File: src/rtl/i2s_receive_tdm.sv
// i2s_receive_tdm
//   I2S / left-justified / TDM serial audio receiver that runs entirely in the
//   system clock domain. BCLK, WS and SD are oversampled. The bit stream is
//   framed into CHANNELS slots of SLOT_W bits, and the top DATA_W bits of each
//   slot (MSB first) are kept. A complete set of channel words is published
//   once per good frame.
// Ports
//   clk        system clock (> 4x BCLK)
//   rst        synchronous active-high reset
//   bclk/ws/sd asynchronous serial audio inputs
//   data       channel words, channel n at [n*DATA_W +: DATA_W]
//   valid      one-cycle pulse, data updated in the same cycle
//   frame_err  one-cycle pulse, the frame that just ended had the wrong length
//   locked     high after an error-free frame, cleared by reset or frame_err
module i2s_receive_tdm #(
  parameter int unsigned DATA_W      = 24,
  parameter int unsigned SLOT_W      = 32,
  parameter int unsigned CHANNELS    = 2,
  parameter int unsigned MODE        = 0,
  parameter int unsigned SYNC_STAGES = 2
) (
  input  logic                         clk,
  input  logic                         rst,
  input  logic                         bclk,
  input  logic                         ws,
  input  logic                         sd,
  output logic [DATA_W*CHANNELS-1:0]   data,
  output logic                         valid,
  output logic                         frame_err,
  output logic                         locked
);

  localparam int unsigned FRAME_BITS = SLOT_W * CHANNELS;
  localparam int unsigned CNT_MAX    = FRAME_BITS + 1;
  localparam int unsigned CNT_W      = $clog2(CNT_MAX + 1);

  localparam logic [0:0] ST_IDLE = 1'b0;
  localparam logic [0:0] ST_RUN  = 1'b1;

  logic [SYNC_STAGES-1:0] bclk_sync_q, bclk_sync_d;
  logic [SYNC_STAGES-1:0] ws_sync_q, ws_sync_d;
  logic [SYNC_STAGES-1:0] sd_sync_q, sd_sync_d;
  logic                   bclk_prev_q, bclk_prev_d;
  logic                   evt_q, evt_d;
  logic                   ws_smp_q, ws_smp_d;
  logic                   sd_smp_q, sd_smp_d;
  logic                   ws_last_q, ws_last_d;
  logic [0:0]             state_q, state_d;
  logic [CNT_W-1:0]       bitcnt_q, bitcnt_d;
  logic [DATA_W-1:0]      shift_q, shift_d;
  logic [DATA_W*CHANNELS-1:0] stage_q, stage_d;
  logic [DATA_W*CHANNELS-1:0] data_q, data_d;
  logic                   valid_q, valid_d;
  logic                   ferr_q, ferr_d;
  logic                   locked_q, locked_d;

  logic                   boundary;
  logic                   do_shift;
  logic                   do_check;
  logic [CNT_W-1:0]       bit_idx;
  logic [CNT_W-1:0]       chk_cnt;
  logic [CNT_W-1:0]       cnt_inc;
  logic [CNT_W-1:0]       slot;
  logic [CNT_W-1:0]       pos;
  logic [DATA_W-1:0]      shift_nxt;

  // Synchronisers. The bit event and its ws/sd samples are registered once
  // more, so that every frame decision is taken from flopped values only.
  always_comb begin
    bclk_sync_d = {bclk_sync_q[SYNC_STAGES-2:0], bclk};
    ws_sync_d   = {ws_sync_q[SYNC_STAGES-2:0], ws};
    sd_sync_d   = {sd_sync_q[SYNC_STAGES-2:0], sd};
    bclk_prev_d = bclk_sync_q[SYNC_STAGES-1];
    evt_d       = bclk_sync_q[SYNC_STAGES-1] & ~bclk_prev_q;
    ws_smp_d    = ws_sync_q[SYNC_STAGES-1];
    sd_smp_d    = sd_sync_q[SYNC_STAGES-1];
  end

  always_comb begin
    state_d   = state_q;
    bitcnt_d  = bitcnt_q;
    shift_d   = shift_q;
    stage_d   = stage_q;
    ws_last_d = ws_last_q;
    data_d    = data_q;
    valid_d   = 1'b0;
    ferr_d    = 1'b0;
    locked_d  = locked_q;
    do_shift  = 1'b0;
    do_check  = 1'b0;
    bit_idx   = bitcnt_q;
    chk_cnt   = bitcnt_q;
    cnt_inc   = (bitcnt_q == CNT_W'(CNT_MAX)) ? bitcnt_q : bitcnt_q + CNT_W'(1);
    boundary  = (MODE == 0) ? (ws_last_q & ~ws_smp_q) : (~ws_last_q & ws_smp_q);

    if (evt_q) begin
      ws_last_d = ws_smp_q;
      if (state_q == ST_IDLE) begin
        // First boundary only opens a frame; no check is made on it.
        if (boundary) begin
          state_d = ST_RUN;
          if (MODE == 0) begin
            bitcnt_d = '0;
          end else begin
            do_shift = 1'b1;
            bit_idx  = '0;
            bitcnt_d = CNT_W'(1);
          end
        end
      end else if (MODE == 0) begin
        // Boundary bit is the last bit of the ending frame.
        do_shift = 1'b1;
        bit_idx  = bitcnt_q;
        if (boundary) begin
          do_check = 1'b1;
          chk_cnt  = cnt_inc;
          bitcnt_d = '0;
        end else begin
          bitcnt_d = cnt_inc;
        end
      end else begin
        // Boundary bit closes the old frame, then is bit 0 of the new one.
        do_shift = 1'b1;
        if (boundary) begin
          do_check = 1'b1;
          chk_cnt  = bitcnt_q;
          bit_idx  = '0;
          bitcnt_d = CNT_W'(1);
        end else begin
          bit_idx  = bitcnt_q;
          bitcnt_d = cnt_inc;
        end
      end
    end

    slot      = bit_idx / CNT_W'(SLOT_W);
    pos       = bit_idx % CNT_W'(SLOT_W);
    shift_nxt = (shift_q << 1) | DATA_W'(sd_smp_q);

    if (do_shift && (pos < CNT_W'(DATA_W))) begin
      shift_d = shift_nxt;
      if (pos == CNT_W'(DATA_W - 1)) begin
        for (int unsigned c = 0; c < CHANNELS; c++) begin
          if (slot == CNT_W'(c)) stage_d[c*DATA_W +: DATA_W] = shift_nxt;
        end
      end
    end

    if (do_check) begin
      if (chk_cnt == CNT_W'(FRAME_BITS)) begin
        // In MODE 0 the closing bit may complete the last word, so publish
        // the updated staging; in MODE 1 the current bit belongs to the next
        // frame and must not be included.
        data_d   = (MODE == 0) ? stage_d : stage_q;
        valid_d  = 1'b1;
        locked_d = 1'b1;
      end else begin
        ferr_d   = 1'b1;
        locked_d = 1'b0;
      end
    end
  end

  always_ff @(posedge clk) begin
    if (rst) begin
      bclk_sync_q <= '0;
      ws_sync_q   <= '0;
      sd_sync_q   <= '0;
      bclk_prev_q <= 1'b0;
      evt_q       <= 1'b0;
      ws_smp_q    <= 1'b0;
      sd_smp_q    <= 1'b0;
      ws_last_q   <= 1'b0;
      state_q     <= ST_IDLE;
      bitcnt_q    <= '0;
      shift_q     <= '0;
      stage_q     <= '0;
      data_q      <= '0;
      valid_q     <= 1'b0;
      ferr_q      <= 1'b0;
      locked_q    <= 1'b0;
    end else begin
      bclk_sync_q <= bclk_sync_d;
      ws_sync_q   <= ws_sync_d;
      sd_sync_q   <= sd_sync_d;
      bclk_prev_q <= bclk_prev_d;
      evt_q       <= evt_d;
      ws_smp_q    <= ws_smp_d;
      sd_smp_q    <= sd_smp_d;
      ws_last_q   <= ws_last_d;
      state_q     <= state_d;
      bitcnt_q    <= bitcnt_d;
      shift_q     <= shift_d;
      stage_q     <= stage_d;
      data_q      <= data_d;
      valid_q     <= valid_d;
      ferr_q      <= ferr_d;
      locked_q    <= locked_d;
    end
  end

  assign data      = data_q;
  assign valid     = valid_q;
  assign frame_err = ferr_q;
  assign locked    = locked_q;

endmodule
File: config.mk
export PLATFORM = sky130hd
export DESIGN_NAME = i2s_receive_tdm
export DESIGN_NICKNAME = d
export VERILOG_FILES = /design/src/rtl/i2s_receive_tdm.sv
export SDC_FILE = /design/constraint.sdc
export NUM_CORES = 1
export LEC_CHECK = 0
export CAP_MARGIN = 10
export CORE_MARGIN = 10
export CORE_UTILIZATION = 55
export DETAILED_ROUTE_END_ITERATION = 8
export GPL_TIMING_DRIVEN = 0
export PLACE_DENSITY = 0.84
export SYNTH_ARGS = -nofsm -noshare
export SYNTH_HDL_FRONTEND = slang
export SYNTH_SLANG_ARGS = --single-unit
export TNS_END_PERCENT = 1
File: constraint.sdc
create_clock -name clk -period 3.2 [get_ports clk]
set_input_delay 0.64 -clock clk [delete_from_list [all_inputs] [get_ports clk]]
set_output_delay 0.64 -clock clk [all_outputs]
set_load 0.05 [all_outputs]
Word-level counts from Yosys, hierarchy flattened

Cells that the tools add are included.

Bits of input ports: 5
Bits in registers: 141
Word-level logic and storage cells: 53
Output and inout port bits: 51

Add/subtract/negate cells: 1
Eq/ne operators: 4
Bitwise operators: 6
Mux-type cells: 19
Magnitude comparators: 1
Reductions and logical operators: 6

Operators by type and width:

| kind                                                                  | count |
|---|---|
| 48-bit 2-to-1 mux                                                     | 2 |
| 7-bit 2-to-1 mux                                                      | 7 |
| 24-bit 2-to-1 mux                                                     | 2 |
| 24-bit by 1-bit bitwise OR with 24-bit output                         | 1 |
| 7-bit equality test, second input constant                            | 2 |
| 1-bit 2-to-1 mux                                                      | 8 |
| 7-bit by 1-bit adder with 7-bit output, second input constant         | 1 |
| 7-bit logical NOT                                                     | 1 |
| 5-bit equality test, second input constant                            | 1 |
| 5-bit < comparator, second input constant                             | 1 |
| 2-bit AND reduction                                                   | 2 |
| 1-bit NOT                                                             | 3 |
| 1-bit bitwise AND                                                     | 2 |
| 2-bit by 1-bit equality test with 1-bit output, second input constant | 1 |
| 2-bit nonzero test                                                    | 1 |
| 2-bit OR reduction                                                    | 1 |
| 1-bit logical AND                                                     | 1 |

Depth between registers and ports, before layout

Depth after elaboration: 7
Mapped depth: 9
Mapped depth without buffers: 7

Least setup slack after synthesis

Ideal clock, no wire load.

Path kind: register to register
Start point: register bitcnt_q[0]
End point: register data_q[38], in the netlist data[38]
Required time: 3079 ps
Stages on the path, launching flop included: 9
Period minus slack after synthesis: 2493 ps
Library setup time: 121 ps
Arrival: 2372 ps
Slack: 707 ps
Path buffers: 2
Cell sequence: dfxtp_1 -> ha_1 -> nand3_1 -> or3_1 -> a222oi_1 -> nand4b_1 -> buf_2 -> buf_6 -> mux2_4

Cells in the longest elaborated chain, start to end: 7
Elaborated cells on any way between the ends: 13
Those cells by class: add/sub (1); order compare (1); eq/ne (3); mux (6); reduce/logical (2)

RTL lines:

| what                                                                          | line | source |
|---|---|---|
| start: declaration                                                            | 49   | `logic [CNT_W-1:0] bitcnt_q, bitcnt_d;` |
| start signal: assignment                                                      | 192  | `bitcnt_q <= bitcnt_d;` |
| 7-bit by 1-bit adder with 7-bit output or 7-bit equality test (tied branches) | 93   | `cnt_inc = (bitcnt_q == CNT_W'(CNT_MAX)) ? bitcnt_q : bitcnt_q + CNT_W'(1);` |
| 7-bit 2-to-1 mux                                                              | 93   |  |
| 7-bit 2-to-1 mux                                                              | 114  | `if (boundary) begin` |
| 7-bit 2-to-1 mux                                                              | 98   | `if (state_q == ST_IDLE) begin` |
| 7-bit 2-to-1 mux                                                              | 96   | `if (evt_q) begin` |
| 7-bit equality test                                                           | 150  | `if (chk_cnt == CNT_W'(FRAME_BITS)) begin` |
| 2-bit AND reduction (no source line)                                          | n/a  |  |
| end signal: assignment                                                        | 195  | `data_q <= data_d;` |
| end: declaration                                                              | 52   | `logic [DATA_W*CHANNELS-1:0] data_q, data_d;` |

Parallel ways exist; a longest one is shown, timed or not.
A chain may end at the register's enable or synchronous reset.

Worst setup path after layout

Start point: register bitcnt_q[0]
End point: register data_q[42], in the netlist data[42]

The elaborated chain is that of the path after synthesis.

==> metrics.md <==
| Metric | Value |
|---|---|
| Result of the run | `finished clean` |
| Hold buffer count at CTS | `0` |
| Clock Tree Root | `sky130_fd_sc_hd__clkbuf_8` |
| Number of vias per cell | `5.27` |
| Register bit count reported by yosys | `141` |
| PnR worst setup slack | `about 0.23 ns` |
| Kind of cell with the highest combined delay on the critical path | `simple AND/OR/NAND/NOR gates` |
| Max-slew violation total from the final report | `0` |
| Total of warnings raised by yosys | `0` |
| Combined area of all synthesized cells | `5300 µm²` |
| Setup slack on the worst flop-to-flop path | `~0.23 ns` |
| Max stage delay cell, worst path | `sky130_fd_sc_hd__dfxtp_1` |
| Post-Synth Simple-Gate Area | `~18%` |
| Post-synthesis compound-gate area fraction | `under 10%` |
| Count of nets after finishing | `about 600` |
| Capturing element type of the critical path | `flop` |
| Clock tree from TritonCTS | `done` |
| Grt ovf | `0` |
| CTS buffer count | `17` |
| Type of the tightest min-delay check | `flop to flop` |
| Post-synthesis mux area share | `a little over 20%` |
| Final setup viols | `0` |
| Leak Pwr | `between 0.002 and 0.003 µW` |
| PortBufs | `between 50 and 60` |
| Number of sinks handled by clock tree synthesis | `141` |
| Number of flops mapped to enable cells by yosys | `0` |
| Synth top area cells | `sky130_fd_sc_hd__dfxtp_1, sky130_fd_sc_hd__mux2i_1, sky130_fd_sc_hd__mux2_2, sky130_fd_sc_hd__nor2b_1, sky130_fd_sc_hd__nand2_1` |
| Power Internal | `between 3000 and 4000 µW` |
| Top-level I/O count | `56` |
| Sequential share of the synthesized area | `between 50% and 60%` |
| Initial antenna violation count | `0` |
| DP HPWL | `roughly 8.2 mm` |
| Pin count of the biggest net entering global routing | `17` |
| Highest ir drop seen on vdd | `a little over 0.0004 V` |
| Combinational fraction of design power | `between 1 and 1.5%` |
| Aggregate negative setup slack | `0 ns` |
| Number of hold violations in the final report | `0` |
| Transition time of the tightest slew-check pin | `between 0.7 and 0.8 ns` |
| Number of violations of the max-capacitance limit | `0` |
| Global-route total usage across every layer | `between 10% and 20%` |
| Instance count of the mapped netlist | `about 520` |
| Final routed wirelength across all metal layers | `about 12 mm` |
| Largest incremental delay on the critical path | `approximately 0.47 ns` |
| Via count | `just under 4,000` |
| Asr flop ratio synth | `0%` |
| Worst endpoint data arrival time | `around 3.4 ns` |
| Core outline area | `roughly 9300 µm²` |
| Vertical die dimension | `between 100 and 150 µm` |
| Clock slew seen by the registers of the worst setup and hold paths | `roughly 0.060 ns` |
| Standard-cell rows | `35` |
| Area delta synth->final | `26.3%` |
| Per-cell routed wire length | `roughly 16 µm` |
| X dimension of the die | `118 µm` |
| Starting utilization of the core area | `56.8%` |
| Data required time of the worst path | `between 3 and 4 ns` |
| Unrepaired setup endpoints after global routing | `false` |
| Post-CTS setup repair buffer count | `0` |
| Count of antenna diodes in the layout | `0` |
| Post-Synthesis Net Count | `531` |
| Startpoint type of the worst setup path | `flop` |
| Hold slack final | `between 0.3 and 0.4 ns` |
| Most frequent cell after synthesis | `sky130_fd_sc_hd__dfxtp_1` |
| Post-CTS resize count | `0` |
| Worst clock skew | `between 0.009 and 0.01 ns` |
| Area share of fa/ha/maj cells after synthesis | `less than 1%` |
| DRT iter0 DRCs | `287` |
| Share of Yosys cell area claimed by the top area cell type | `a little over half` |
| First-pass GRT wire length | `~20 mm` |
| Largest family of logic cells by synthesized area | `multiplexers` |
| Net switching power figure | `about 790 µW` |
| Fill cell count | `around 650` |
| Largest area contributor in the netlist | `sky130_fd_sc_hd__dfxtp_1` |
| CTS H-tree depth | `4` |
| Biggest fanout along the worst timing path | `10` |
| Relative slew slack | `52.8%` |
| Antenna Nets Post-Route | `0` |
| Switching share of total power | `approximately a fifth` |
| Synth unique cells | `33` |
| First drt pass iteration count | `5` |
| Latest clock arrival within the worst-skew pair | `0.52 ns` |
| CP Buf/Inv Count | `3` |
| Routability cong. | `roughly 0.83` |
| Share of post-route cells with drive strength above 1 | `14.6%` |
| Ordered list of cells on the worst path | `ha_1 > nand3_1 > or3_1 > a222oi_1 > nand4b_1 > buf_4 > buf_2 > buf_6 > mux2_4` |
| Maximum achievable frequency | `~0.34 GHz` |
| Prevailing post-synth register cell | `sky130_fd_sc_hd__dfxtp_1` |
| Number of global-route vias before repair | `a little over 4,000` |
| Sequential power share | `a little over two fifths` |
| Number of remaining DRC errors | `0` |
| DP Worst Slack | `between 0.1 and 0.15 ns` |
| Maximum count of clock buffers along a single path | `2` |
| Most frequent cells after synthesis | `sky130_fd_sc_hd__dfxtp_1, sky130_fd_sc_hd__nand2_1, sky130_fd_sc_hd__nor2b_1, sky130_fd_sc_hd__nor2_1, sky130_fd_sc_hd__mux2i_1` |
| Shortest period the worst path allows | `roughly 3 ns` |
| Die area | `14,000 µm²` |
| P per Cell Area | `605 nW/µm²` |
| Syn_area_per_cell | `between 10 and 15 µm²` |
| Worst Path Class, Setup | `flop to flop` |
| Crit share post-route | `between 90% and 100%` |
| Clock power share | `55.4%` |
| Parity-gate share of the synthesized area counting xor and xnor cells | `less than 1%` |
cell usage in the layout, fill, tap and decap left out, types with 8 or more instances in the layout:
cell                              netlist  routed
sky130_fd_sc_hd__mux2_4                 9       9
sky130_fd_sc_hd__nor2b_1               59      59
sky130_fd_sc_hd__clkbuf_1              18      18
sky130_fd_sc_hd__clkdlybuf4s50_1        0      54
sky130_fd_sc_hd__mux2_2                39      39
sky130_fd_sc_hd__mux2i_1               52      52
sky130_fd_sc_hd__buf_1                  8       8
sky130_fd_sc_hd__a21oi_1               31      31
sky130_fd_sc_hd__nor2_1                58      58
sky130_fd_sc_hd__dfxtp_1              141     141
sky130_fd_sc_hd__clkbuf_16              0      16
sky130_fd_sc_hd__nand2_1               61      61
cell type report:
type / instances / area [µm²] / area share [%]
Buffer: 33 / 139 / 2.07
Clock buffer: 20 / 455 / 6.80
Clock inverter: 12 / 230 / 3.44
Inverter: 3 / 11.3 / 0.168
Multi-Input combinational cell: 347 / 2330 / 34.7
Sequential cell: 141 / 2820 / 42.2
Tap cell: 129 / 161 / 2.41
Timing Repair Buffer: 55 / 548 / 8.19
flip-flops by register name, indices dropped and copies added, names as in the netlist:
signal	flops
frame_err	1
bclk_prev_q	1
state_q	1
ws_smp_q	1
stage_q	48
bclk_sync_q	2
ws_sync_q	2
bitcnt_q	7
data	48
ws_last_q	1
valid	1
locked	1
shift_q	23
sd_sync_q	2
sd_smp_q	1
evt_q	1
per-stage QoR:
stage	area (µm²)	util, %	instances	power [µW]
after floorplan	5300	-	524	1830
after global placement	6000	64.3	707	1840
after detailed placement	6000	64.3	707	1840
after CTS	6690	71.7	739	4070
after global routing	6690	71.8	740	4160
final	6690	71.8	740	4050
power by group through the flow:
| stage | clock network, µW | logic, µW | registers [µW] |
|---|---|---|---|
| floorplan | 0 | 27.6 | 1800 |
| global placement | 0 | 42.3 | 1800 |
| detailed placement | 0 | 43.6 | 1800 |
| CTS | 2260 | 44.3 | 1760 |
| global route | 2350 | 48.1 | 1760 |
| finish | 2240 | 44.2 | 1760 |
worst register-to-register path, cell delays in order (launching register included):
cell                       delay (ns)
sky130_fd_sc_hd__dfxtp_1         0.47
sky130_fd_sc_hd__ha_1            0.36
sky130_fd_sc_hd__nand3_1         0.13
sky130_fd_sc_hd__or3_1           0.38
sky130_fd_sc_hd__a222oi_1        0.47
sky130_fd_sc_hd__nand4b_1        0.15
sky130_fd_sc_hd__buf_4           0.19
sky130_fd_sc_hd__buf_2           0.22
sky130_fd_sc_hd__buf_6           0.20
sky130_fd_sc_hd__mux2_4          0.31
cells by family after synthesis:
group	count (synthesis)
compound gates	41
xor+xnor	2
fa+ha+maj	2
buf+inv	36
flops	141
mux	100
simple gates	202
per-layer routing:
layer  global-route usage, %  vias up  wire length [µm]  share of wire (%)
li1                        -     1908                 -                  -
met1                    19.6     1872              5200                 43
met2                    29.3      111              6040                 50
met3                    5.24       11               709                5.9
met4                    7.19        0               115               0.95
met5                       0        -                 0                  0
path summary, 6_finish.rpt:
path / to / cells past startpoint / start
hold / removal: evt_q / 1 / bclk_prev_q
setup reg to reg: data[42] / 9 / bitcnt_q[0]
hold reg to reg: evt_q / 1 / bclk_prev_q
setup / recovery: data[42] / 9 / bitcnt_q[0]
Note: power is estimated with default switching activity, not from simulation.
